### src/rtl/boron_pkg.sv
// rtl/boron_pkg.sv - BORON key schedule constants, FSM state type and S-box table
package boron_pkg;

  localparam int KEY_W      = 128;
  localparam int RK_W       = 64;
  localparam int NUM_ROUNDS = 25;
  localparam int IDX_W      = 5;

  localparam logic [IDX_W-1:0] LAST_IDX = IDX_W'(NUM_ROUNDS);

  typedef enum logic [1:0] {
    IDLE = 2'd0,
    LOAD = 2'd1,
    RUN  = 2'd2,
    DONE = 2'd3
  } state_e;

  // Nibble i of this word is S(i): 0..F -> E,4,B,1,7,9,C,A,D,2,0,F,8,5,3,6
  localparam logic [63:0] SBOX_TABLE = 64'h6358F02DAC971B4E;

endpackage

### src/rtl/boron_key_update.sv
// rtl/boron_key_update.sv - combinational key register update f(k, c)
module boron_key_update
  import boron_pkg::*;
(
  input  logic [KEY_W-1:0] key_i,
  input  logic [IDX_W-1:0] cnt_i,
  output logic [KEY_W-1:0] key_o
);

  logic [KEY_W-1:0] rot;
  logic [3:0]       sb_hi;
  logic [3:0]       sb_lo;

  assign rot = {key_i[66:0], key_i[127:67]};

  boron_sbox u_sbox_hi (.x_i(rot[127:124]), .y_o(sb_hi));
  boron_sbox u_sbox_lo (.x_i(rot[123:120]), .y_o(sb_lo));

  assign key_o = {sb_hi, sb_lo, rot[119:67], rot[66:62] ^ cnt_i, rot[61:0]};

endmodule

### src/rtl/boron_sbox.sv
// rtl/boron_sbox.sv - BORON 4-bit S-box
module boron_sbox
  import boron_pkg::*;
(
  input  logic [3:0] x_i,
  output logic [3:0] y_o
);

  assign y_o = SBOX_TABLE[{x_i, 2'b00} +: 4];

endmodule

### src/rtl/boron_key_sched_ctrl.sv
// rtl/boron_key_sched_ctrl.sv - BORON key schedule sequencer: key register, round counter, round key handshake
module boron_key_sched_ctrl
  import boron_pkg::*;
(
  input  logic             clk,
  input  logic             rst_n,
  input  logic             start,
  input  logic [KEY_W-1:0] key_in,
  input  logic             abort,
  input  logic             rk_ready,
  output logic             rk_valid,
  output logic [RK_W-1:0]  rk,
  output logic [IDX_W-1:0] rk_idx,
  output logic             busy,
  output logic             done
);

  state_e           state_q, state_d;
  logic [KEY_W-1:0] key_q, key_d;
  logic [IDX_W-1:0] idx_q, idx_d;
  logic [IDX_W-1:0] idx_inc;
  logic [KEY_W-1:0] key_next;

  assign idx_inc = idx_q + 5'd1;

  boron_key_update u_key_update (
    .key_i(key_q),
    .cnt_i(idx_inc),
    .key_o(key_next)
  );

  always_ff @(posedge clk or negedge rst_n) begin
    if (!rst_n) begin
      state_q <= IDLE;
      key_q   <= '0;
      idx_q   <= '0;
    end else begin
      state_q <= state_d;
      key_q   <= key_d;
      idx_q   <= idx_d;
    end
  end

  // abort takes priority over a coincident handshake, leaving key and index untouched
  always_comb begin
    state_d = state_q;
    key_d   = key_q;
    idx_d   = idx_q;
    case (state_q)
      IDLE: begin
        if (start) begin
          key_d   = key_in;
          idx_d   = '0;
          state_d = LOAD;
        end
      end
      LOAD: state_d = abort ? IDLE : RUN;
      RUN: begin
        if (abort) begin
          state_d = IDLE;
        end else if (rk_ready) begin
          if (idx_q == LAST_IDX) begin
            state_d = DONE;
          end else begin
            key_d = key_next;
            idx_d = idx_inc;
          end
        end
      end
      DONE:    state_d = IDLE;
      default: state_d = IDLE;
    endcase
  end

  assign rk_valid = (state_q == RUN);
  assign busy     = (state_q == LOAD) || (state_q == RUN);
  assign done     = (state_q == DONE);
  assign rk       = key_q[RK_W-1:0];
  assign rk_idx   = idx_q;

endmodule

### config.mk
export PLATFORM = sky130hd
export DESIGN_NAME = boron_key_sched_ctrl
export DESIGN_NICKNAME = d
export VERILOG_FILES = /design/src/rtl/boron_pkg.sv /design/src/rtl/boron_key_update.sv /design/src/rtl/boron_sbox.sv /design/src/rtl/boron_key_sched_ctrl.sv
export SDC_FILE = /design/constraint.sdc
export NUM_CORES = 1
export LEC_CHECK = 0
export CORE_MARGIN = 2
export CORE_UTILIZATION = 45
export DETAILED_ROUTE_END_ITERATION = 8
export PLACE_DENSITY = 0.86
export SYNTH_ARGS = -nofsm -noshare
export SYNTH_HDL_FRONTEND = slang
export SYNTH_SLANG_ARGS = --single-unit
export TNS_END_PERCENT = 50
### constraint.sdc
create_clock -name clk -period 2.2 [get_ports clk]
set_clock_uncertainty 0.1 [all_clocks]
set_input_delay 0.22 -clock clk [delete_from_list [all_inputs] [get_ports clk]]
set_output_delay 0.22 -clock clk [all_outputs]
set_load 0.05 [all_outputs]
Word-level counts from Yosys, hierarchy flattened
Cells that the tools add are included.
{ "word_totals": {"word_cells": 38, "out_inout_bits": 72, "regBits": 135} }
{ "classes": {"reduce_logical": 5, "shifts": 2, "bitwise_logic": 1, "muxes": 16, "n_eq_ne": 10, "n_addsub": 1} }
{ "ops": {"columns": ["operator", "n"], "rows": [
  ["$mux 128", 4],
  ["$pmux 128 s2", 1],
  ["$shiftx 64x7->4 const A", 2],
  ["$mux 5", 4],
  ["$mux 2", 5],
  ["$pmux 5 s2", 1],
  ["$ne 2x2->1 const B", 4],
  ["$pmux 2 s4", 1],
  ["$add 5x1->5 const B", 1],
  ["$eq 5x5->1 const B", 1],
  ["$reduce_and 5->1", 1],
  ["$xor 5x5->5", 1],
  ["$eq 2x2->1 const B", 2],
  ["$ne 3x2->1 const B", 1],
  ["$ne 3x3->1 const B", 1],
  ["$reduce_and 3->1", 1],
  ["$eq 2x1->1 const B", 1],
  ["$logic_not 2->1", 1],
  ["$reduce_bool 2->1", 1],
  ["$logic_or 1x1->1", 1]
]} }

Depth between registers and ports, before layout
{ "depth": {"ltp_word": 6, "mapped_depth": 9, "depth_no_buf": 6} }

Cells and area by module
From an unflattened synthesis, not the netlist that was laid out.
{ "unflattened": {"hier_cells": 878, "hier_area_um2": 8094.0} }
{ "by_module_without_submodules": {"columns": ["mod", "cells_each", "seq_area_each_um2", "instances", "area_per_inst_um2"], "rows": [
  ["boron_key_sched_ctrl", 706, 3378.2, 1, 6846.6],
  ["boron_key_update", 120, 0.0, 1, 907.1],
  ["boron_sbox", 26, 0.0, 2, 170.2]
]} }

Worst setup path before layout
No wires, ideal clock.
{ "synth_path": {"path_kind": "flip-flop to flip-flop", "start": "register state_q[0]", "end": "register key_q[68]", "arrival_ns": 2.100, "slack_ns": -0.137, "n_path_buf": 3, "synth_period_minus_slack_ns": 2.337, "path_stages_with_launch": 10, "path_cell_list": "dfrtp_1 > inv_1 > ha_1 > buf_4 > nand2b_2 > and3_1 > buf_4 > clkbuf_4 > o22ai_1 > a21oi_1"} }
{ "synth_between": {"elab_chain_cells": 3, "elab_cells_between_ends": 9, "classes_between": "eq/ne (5); mux (1); reduce/logical (3)"} }
{ "synth_lines": {"columns": ["item", "line_no", "source"], "rows": [
  ["start: declaration", "boron_key_sched_ctrl.sv:18", "state_e state_q, state_d;"],
  ["start signal: assignment", "boron_key_sched_ctrl.sv:38", "state_q <= state_d;"],
  ["$eq 2x2->1 *", null, null],
  ["named net rk_valid", "boron_key_sched_ctrl.sv:11", "output logic rk_valid,"],
  ["$ne 2x2->1 (no line) or $reduce_bool 2->1 (tied branches)", null, null],
  ["$reduce_and 5->1 (no line)", null, null],
  ["end signal: assignment", "boron_key_sched_ctrl.sv:39", "key_q <= key_d;"],
  ["end: declaration", "boron_key_sched_ctrl.sv:19", "logic [KEY_W-1:0] key_q, key_d;"]
]} }
Mark *: on every way through the listed nets, which the timed path passes. The rest lies on a longest branch.
A chain may end at the register's enable or synchronous reset.

Final worst setup path
{ "layout_path": {"start": "register idx_q[3], in the netlist rk_idx[3]", "end": "output port rk_idx[3]"} }
{ "layout_lines": {"columns": ["item", "line_no", "source"], "rows": [
  ["start: declaration", "boron_key_sched_ctrl.sv:20", "logic [IDX_W-1:0] idx_q, idx_d;"],
  ["start signal: assignment", "boron_key_sched_ctrl.sv:40", "idx_q <= idx_d;"],
  ["end: declaration", "boron_key_sched_ctrl.sv:13", "output logic [IDX_W-1:0] rk_idx,"]
]} }
No word-level cell between the ends.

==> summary.txt <==
Setup path
  • Reg2reg start: state_q[0]
  • Worst reg-to-reg path cell count: 7
  • Max incr delay on CP: 0.88 ns
  • FF-to-FF End: key_q[38]
  • Crit-path max FO: 7
  • WP depth: 1
  • Startpoint Class: flop
  • Worst path bufs/invs: 1
  • Crit path DAT: 1.80 ns
  • Setup CP Type: reg2out
  • Critical Path End Type: primary output
  • Crit-path leading delay family: buffers and inverters
  • Critical path data required time: 1.88 ns
  • R2R setup slack: 0.11 ns
  • Critical Path Slowest Stage Cell: clkdlybuf4s50_1
  • CP Cell Sequence: clkdlybuf4s50_1
  • CP Launch Point: rk_idx[3]
  • Critical Path Sink: rk_idx[3]

Job
  • Max Cap Violations: 0

Timing
  • Final setup viols: 0
  • Slew HR: 0.5124
  • Max Clk Rate: 471.9 MHz
  • TNS Setup: 0 ns
  • Crit share post-route: 0.9632
  • Unrepaired setup endpoints after global routing: no
  • Final Critical Period: 2.119 ns
  • Slew @ Worst Pin: 0.7314 ns
  • Fin. max-slew vios: 0
  • Final hold violation count: 0

Power and ir drop
  • Leak: 3.718 nW
  • Pwr per Cell Area: 1991 nW/um^2
  • Cell Int Power: 0.01005 W
  • Power share of the combinational group: 0.578
  • Worst vdd ir: 1241 uV
  • Clock power share: 0.157
  • Sw Pwr: 0.009268 W
  • Flop pwr share: 0.265
  • Switching share of power: 0.4798
  • Power, Total: 0.01932 W

Placement
  • DPL Wire Length: 13.98 mm
  • Placer's final routability congestion estimate: 0.8514
  • Cells after DPL: 1,067
  • Port-buffer cells: 204
  • Placed cell area: 9025 um^2

Floorplanning
  • Initial Util: 0.4576
  • # IOs: 205
  • Cell row count: 46
  • Die ar.: 17,070 um^2
  • Die height: 130.6 um
  • Core Region: 15,770 um^2
  • Die Width: 130.6 um

Final layout
  • Final #Nets: 1,020
  • Post-layout instance area: 9702 um^2
  • Inserted Diodes: 0
  • Post-route insts no fill: 1,102
  • Fill cells: 1,334
  • Area Growth Syn to Fin: 34.43%
  • Finished Core Util: 0.6152
  • Share of layout cells above drive strength 1: 0.08014

Global route
  • Grt ovf: 0
  • Wire length of the first global-routing pass: 32.85 mm
  • Initial antenna violation count: 0
  • Largest net degree at the start of global routing: 70
  • Gr usage total: 0.2447
  • Vias in the first global route: 6,374

Synth
  • Most common cell in the netlist: o22ai_1
  • Synth unique cells: 42
  • Area leader, netlist: dfrtp_1
  • Post-synth top flop: dfrtp_1
  • Top cells by area, synth: dfrtp_1 (47%), o22ai_1 (20%), a21oi_1 (8.9%)
  • Mapped Avg Cell Area: 9.483 um^2
  • Sequential fraction of the synthesis area: 0.4681
  • #FFs+latches synth: 135
  • Ys Warns: 0
  • Async set-reset flop share out of synthesis: 1.000
  • Area of the mapped netlist: 7217 um^2
  • Syn Nets: 908
  • Post-Synthesis Cells: 761
  • Synth cell count leaders: o22ai_1 (229), dfrtp_1 (135), a21oi_1 (129)
  • EDFF count, synth: 0
  • Yosys top cell area share: 0.4681

Clock network
  • Number of buffers created by CTS: 17
  • Worst skew pair latency: 0.42 ns
  • # H-tree levels: 4
  • Clock-pin slew on the worst setup and hold paths: 0.06 ns
  • CTS tree: yes
  • Clock tree sinks: 135
  • Max clock buf depth: 2
  • Clk root buf: clkbuf_16

Detailed routing
  • Total Wirelength: 20.91 mm
  • # DRC: 0
  • Detailed Routing Iterations Pass 1: 5
  • Iteration-0 DRC count of the detailed router: 602
  • Via count: 6,744
  • Vias per std cell: 6.120
  • Antenna-violating nets left: 0
  • Mean routed wirelength per cell: 18.97 um

Min path
  • Worst Hold Class: in2async

Status
  • Outcome: completed
area by class of cell:
type,instances,area [um^2],share of cell area
clock buffer,22,494.2,0.05094
clock inverter,10,142.6,0.01470
inverter,8,30.03,0.003095
multi-input combinational,482,3008,0.3100
sequential,135,3378,0.3482
tap,216,270.3,0.02786
timing repair buffer,229,2379,0.2452
power by group through the flow:
stage	sequential [W]	combinational (W)	clock (W)
after floorplan	0.00467	0.00894	0
after global placement	0.00507	0.0107	0
after detailed placement	0.00512	0.0110	0
after CTS	0.00509	0.0110	0.00306
after global routing	0.00529	0.0120	0.00319
final	0.00512	0.0112	0.00304
cells in the final DEF, fill, tap and decap left out, drive strengths merged, types with 3 or more instances in the layout:
cell type	count
a211oi	6
a21oi	129
and2	3
buf	27
bufinv	3
clkbuf	22
clkdlybuf4s50	199
clkinv	3
clkinvlp	4
dfrtp	135
ha	14
inv	8
mux2i	6
nand2	21
nand3	4
nor2	8
nor2b	3
o21ai	22
o221ai	3
o22ai	229
or3	3
xnor2	8
flip-flops by register name, indices dropped and copies added, names as in the netlist:
| signal | cells |
|---|---|
| key_q | 128 |
| rk_idx | 5 |
| state_q | 2 |
metrics by stage:
| step | setup WS [ns] | hold WS (ns) |
|---|---|---|
| 2_1_floorplan | 0.05700 | -0.1756 |
| 5_1_grt | 0.002487 | 0.1145 |
| 3_5_place_dp | 0.07311 | -0.01945 |
| 3_3_place_gp | 0.1580 | -0.01702 |
| 4_1_cts | 0.01186 | 0.1077 |
| 6_report | 0.08086 | 0.1117 |
what timing repair did:
item                                    4_1_cts  5_1_grt
hold buffers                                  1        0
resized for setup                             0        4
endpoints found under the setup margin        0       62
buffers inserted                              0        2
endpoints found under the hold margin       135        0
how the worst min path moves through the flow:
stage	endpoint	slack, ns	depth (start not counted)
floorplan	key_q[0]	-0.18	0
global placement	key_q[50]	-0.02	1
detailed placement	key_q[50]	-0.02	1
CTS	key_q[51]	0.11	2
global route	key_q[51]	0.11	2
finish	key_q[112]	0.11	2
per-layer routing:
| metal | wire length, um | global-route usage |
|---|---|---|
| met5 | 0 | 0 |
| met4 | 454 | 0.08511 |
| met3 | 1730 | 0.06759 |
| met2 | 10140 | 0.3949 |
| met1 | 8585 | 0.3193 |
cell families after synthesis:
logic type | count (synthesis) | synth area share
muxes | 6 | 0.008322
and+or+nand+nor | 53 | 0.03936
DFF | 135 | 0.4681
buffers and inverters | 144 | 0.1201
adders and majority gates | 14 | 0.02427
AOI/OAI and AO/OA | 399 | 0.3277
xor gates and xnor gates | 10 | 0.01214
Power figures use the tool's default switching activity.
